<file path="src/rtl/uart_tx_param.sv">
// Parametrised UART transmitter: start bit, DATA_BITS data bits LSB first,
// optional even/odd parity, one or two stop bits, CLKS_PER_BIT clocks per bit.
module uart_tx_param #(
    parameter int DATA_BITS    = 8,
    parameter int CLKS_PER_BIT = 16
) (
    input  logic                 clk,
    input  logic                 reset,
    input  logic [DATA_BITS-1:0] tx_data,
    input  logic                 tx_valid,
    output logic                 tx_ready,
    input  logic [1:0]           parity_mode,
    input  logic                 two_stop,
    output logic                 txd,
    output logic                 busy,
    output logic                 tx_done
);

    localparam int CNT_W = (CLKS_PER_BIT > 1) ? $clog2(CLKS_PER_BIT) : 1;
    localparam int IDX_W = $clog2(DATA_BITS);
    localparam logic [CNT_W-1:0] CNT_LAST = CNT_W'(CLKS_PER_BIT - 1);
    localparam logic [IDX_W-1:0] IDX_LAST = IDX_W'(DATA_BITS - 1);

    typedef enum logic [2:0] {IDLE, START, DATA, PARITY, STOP1, STOP2} state_t;

    state_t               state, state_next;
    logic [CNT_W-1:0]     baud_cnt, baud_cnt_next;
    logic [IDX_W-1:0]     bit_idx, bit_idx_next;
    logic [DATA_BITS-1:0] shift_reg, shift_next;
    logic                 parity_bit, parity_next;
    logic                 parity_en, parity_en_next;
    logic                 two_stop_q, two_stop_next;
    logic                 txd_next;
    logic                 bit_end;

    assign bit_end  = (baud_cnt == CNT_LAST);
    assign tx_ready = (state == IDLE);
    assign busy     = (state != IDLE);
    assign tx_done  = bit_end && ((state == STOP2) || ((state == STOP1) && !two_stop_q));

    always_ff @(posedge clk or negedge reset) begin
        if (!reset) begin
            state      <= IDLE;
            baud_cnt   <= '0;
            bit_idx    <= '0;
            shift_reg  <= '0;
            parity_bit <= 1'b0;
            parity_en  <= 1'b0;
            two_stop_q <= 1'b0;
            txd        <= 1'b1;
        end else begin
            state      <= state_next;
            baud_cnt   <= baud_cnt_next;
            bit_idx    <= bit_idx_next;
            shift_reg  <= shift_next;
            parity_bit <= parity_next;
            parity_en  <= parity_en_next;
            two_stop_q <= two_stop_next;
            txd        <= txd_next;
        end
    end

    // txd_next is the line level for the state being entered, so txd and state move together.
    always_comb begin
        state_next     = state;
        baud_cnt_next  = baud_cnt;
        bit_idx_next   = bit_idx;
        shift_next     = shift_reg;
        parity_next    = parity_bit;
        parity_en_next = parity_en;
        two_stop_next  = two_stop_q;
        txd_next       = txd;

        if (state == IDLE) begin
            txd_next = 1'b1;
            if (tx_valid) begin
                shift_next     = tx_data;
                parity_next    = (^tx_data) ^ (parity_mode == 2'b10);
                parity_en_next = ^parity_mode;
                two_stop_next  = two_stop;
                baud_cnt_next  = '0;
                state_next     = START;
                txd_next       = 1'b0;
            end
        end else if (!bit_end) begin
            baud_cnt_next = baud_cnt + 1'b1;
        end else begin
            baud_cnt_next = '0;
            case (state)
                START: begin
                    state_next   = DATA;
                    bit_idx_next = '0;
                    txd_next     = shift_reg[0];
                end
                DATA: begin
                    if (bit_idx == IDX_LAST) begin
                        if (parity_en) begin
                            state_next = PARITY;
                            txd_next   = parity_bit;
                        end else begin
                            state_next = STOP1;
                            txd_next   = 1'b1;
                        end
                    end else begin
                        bit_idx_next = bit_idx + 1'b1;
                        shift_next   = shift_reg >> 1;
                        txd_next     = shift_reg[1];
                    end
                end
                PARITY: begin
                    state_next = STOP1;
                    txd_next   = 1'b1;
                end
                STOP1: begin
                    state_next = two_stop_q ? STOP2 : IDLE;
                    txd_next   = 1'b1;
                end
                default: begin
                    state_next = IDLE;
                    txd_next   = 1'b1;
                end
            endcase
        end
    end

endmodule

</file>
<file path="config.mk">
export PLATFORM = sky130hd
export DESIGN_NAME = uart_tx_param
export DESIGN_NICKNAME = d
export VERILOG_FILES = /design/src/rtl/uart_tx_param.sv
export SDC_FILE = /design/constraint.sdc
export NUM_CORES = 1
export LEC_CHECK = 0
export ABC_AREA = 1
export BUFFER_PORTS_ARGS = -buffer_cell sky130_fd_sc_hd__buf_2
export CAP_MARGIN = 20
export CORE_MARGIN = 3
export CORE_UTILIZATION = 50
export DETAILED_ROUTE_END_ITERATION = 16
export GPL_ROUTABILITY_DRIVEN = 0
export PLACE_DENSITY = 0.71
export SLEW_MARGIN = 0
export SYNTH_ARGS = -nofsm -noshare
export SYNTH_HDL_FRONTEND = slang
export SYNTH_SLANG_ARGS = --single-unit
</file>
<file path="constraint.sdc">
create_clock -name clk -period 2.8 [get_ports clk]
set_input_delay 0.14 -clock clk [delete_from_list [all_inputs] [get_ports clk]]
set_output_delay 0.14 -clock clk [all_outputs]
set_load 0.03 [all_outputs]
</file>
==> impl_metrics.tcl <==
set metrics [dict create \
    status "finished, final reports clean" \
    cts_sinks 22 \
    cp.arrival_ns 1.73 \
    fp.dieH_microns 58.0 \
    finalClockSkew_ns 0.00427 \
    cts_hold_buf 1 \
    synth_nets 190 \
    dp_hpwl_microns 2050 \
    rows 18 \
    grt_pass1_wl_microns 4900 \
    ys_async_sr_fraction_pct 100 \
    core_sq_um 2520 \
    syn_inst 172 \
    antenna_found_initial 0 \
    grt_max_degree 23 \
    synth_warnings 0 \
    grt_pass1_vias 1135 \
    postCtsSetupBuffers 0 \
    ant_nets 0 \
    synthTopCellsByArea "dfrtp_1 (39%), nand2_1 (13%), o21ai_0 (6.7%), nand3_1 (5.6%), inv_1 (5.3%)" \
    start_kind "flip-flop" \
    synth-seq-cells 22 \
    drc_errors 0 \
    report.final.slew_viol_count 0 \
    clk_latency_ns 0.31 \
    ys_types 28 \
    drive_above_1_share_pct 19.9 \
    cts.repair.resized 0 \
    maxCapViolations 0 \
    crit_path_end_kind "primary output" \
    required_ns 2.66 \
    vias_per_cell 5.23 \
    setup_viol 0 \
    initial_core_util_pct 53.6 \
    firstDrtPassIters 4 \
    cts_buffers 3 \
    syn_to_final_growth_pct 11.7 \
    setup_tns_ns 0 \
    antenna_cells 0 \
    synthesis.area_sq_um 1350 \
    yosysTopAreaCellShare_pct 38.9 \
    power_density_nw_per_um2 1090 \
    crit_fanout 4 \
    fin_crit_ns 1.87 \
    hold_path_class "in2reg" \
    vdd_drop_max_mv 0.918 \
    rrSetupSlack_ns 1.04 \
    fill_cells 237 \
    routedWlPerCell_microns 11.9 \
    clock-root-buffer "clkbuf_4" \
    cts_tree "done" \
    wirelength_microns 2640 \
    die_x_microns 58.0 \
    die-area_sq_um 3370 \
    finalNetCount 210 \
    synthFlopType "dfrtp_1" \
    cts_buffer_depth 2 \
    largest_register_ff_count 8 \
    cts_htree_levels 1 \
    leakagePower_nw 0.783 \
    synth-edff-count 0 \
    drtIter0Drc 42 \
    clk_pin_slew_ns 0.13 \
    slew_headroom_pct 68.1 \
    synth-seq-area-share_pct 40.8 \
    overflow 0 \
    port_buffers 17 \
    hold_viol 0 \
    fmax_ghz 0.536 \
    track_usage_pct 18.6 \
    timing.final.crit_share_pct 66.6 \
    avgSynthCellArea_sq_um 7.86 \
    io_pins 18 \
    criticalPathCategory "reg2out" \
    rsz0062_at_grt "false" \
    yosysTopAreaCell "dfrtp_1" \
    dr_total_vias 1156 \
    max_slew.worst_pin.slew_ns 0.479 \
    timing.hold.ws_ns 0.0282 \
]
==> final timing paths <==
kind	start	end	cells past startpoint
worst max register to register	bit_idx[0]	shift_reg[0]	7
min in group asynchronous	reset	two_stop_q	2
worst min-delay path	two_stop	two_stop_q	3
max in group asynchronous	reset	txd	2
worst max-delay path	baud_cnt[0]	tx_done	6
worst min register to register	bit_idx[1]	bit_idx[1]	2
==> area by class of cell <==
type	count	area [sq um]	share of cell area, %
Timing Repair Buffer	18	95.1	6.30
Clock inverter	1	30.0	1.99
Tap cell	30	37.5	2.49
Sequential cell	22	552	36.5
Inverter	23	86.3	5.72
Clock buffer	3	22.5	1.49
Multi-Input combinational cell	124	687	45.5
==> kinds of logic after synthesis <==
| kind of cell | synth area share (%) |
|---|---|
| and+or+nand+nor | 29.8 |
| AOI/OAI and AO/OA | 16.0 |
| buffers and inverters | 8.42 |
| DFF | 40.8 |
| adders and majority gates | 3.70 |
| xor gates and xnor gates | 1.30 |
==> placed cells by master (no fill, tap or decap) <==
cell,netlist,final
or2_1,2,2
o21ai_1,1,1
nand2_1,48,48
a21oi_2,1,1
buf_2,1,17
inv_1,19,19
dfstp_2,1,1
nand2_4,1,1
nor2_2,2,2
nand4_1,2,2
clkbuf_4,0,3
xnor2_1,1,1
nand3_4,2,2
nor2_4,3,3
o21ai_2,1,1
a2111oi_0,1,1
a21oi_1,5,5
ha_1,4,4
dlygate4sd3_1,0,1
o21a_1,4,4
nand3_1,15,15
o21ai_0,18,18
dfrtp_1,21,21
inv_2,4,4
bufinv_16,0,1
o211ai_1,1,1
o211ai_2,2,2
o31ai_1,1,1
nor2_1,8,8
xor2_1,1,1
==> Yosys cell counts, types with 2 or more instances <==
master,instances
dfrtp_1,21
nor2_4,3
nand3_4,2
nand4_1,2
nor2_1,8
o211ai_2,2
inv_1,19
a21oi_1,5
ha_1,4
nand2_1,48
nor2_2,2
or2_1,2
buf_6,2
nand3_1,15
inv_2,4
o21a_1,4
o21ai_0,18
==> stage by stage <==
| step | cells | power, W | worst slack (ns) | instance area (sq um) | utilization, % |
|---|---|---|---|---|---|
| 6_report | 221 | 0.00165 | 0.935 | 1510 | 59.9 |
| 4_1_cts | 221 | 0.00166 | 0.898 | 1510 | 59.9 |
| 3_5_place_dp | 216 | 0.00141 | 1.12 | 1450 | 57.4 |
| 5_1_grt | 221 | 0.00181 | 0.658 | 1510 | 59.9 |
| 2_1_floorplan | 172 | 0.00127 | 0.429 | 1350 | - |
| 3_3_place_gp | 216 | 0.00139 | 1.16 | 1450 | 57.4 |
==> metal layers <==
layer	part of all wire (%)	global-route usage [%]
met2	49	31.3
met5	0	0
met4	0.45	2.65
met3	5.7	4.68
met1	45	24.8
==> power by group <==
part | total [W] | leakage [nW] | internal (W) | switching (W)
Combinational | 0.000855 | 0.480 | 0.000282 | 0.000573
Sequential | 0.000553 | 0.275 | 0.000461 | 0.0000922
Clock | 0.000243 | 0.0279 | 0.000145 | 0.0000981
==> critical path, cell delays in order (launching register included) <==
cell       delay [ns]
dfrtp_1          0.41
ha_1             0.18
nand2_1          0.06
inv_1            0.07
nand2_1          0.13
a2111oi_0        0.31
buf_2            0.27
Note: power is estimated with default switching activity, not from simulation.
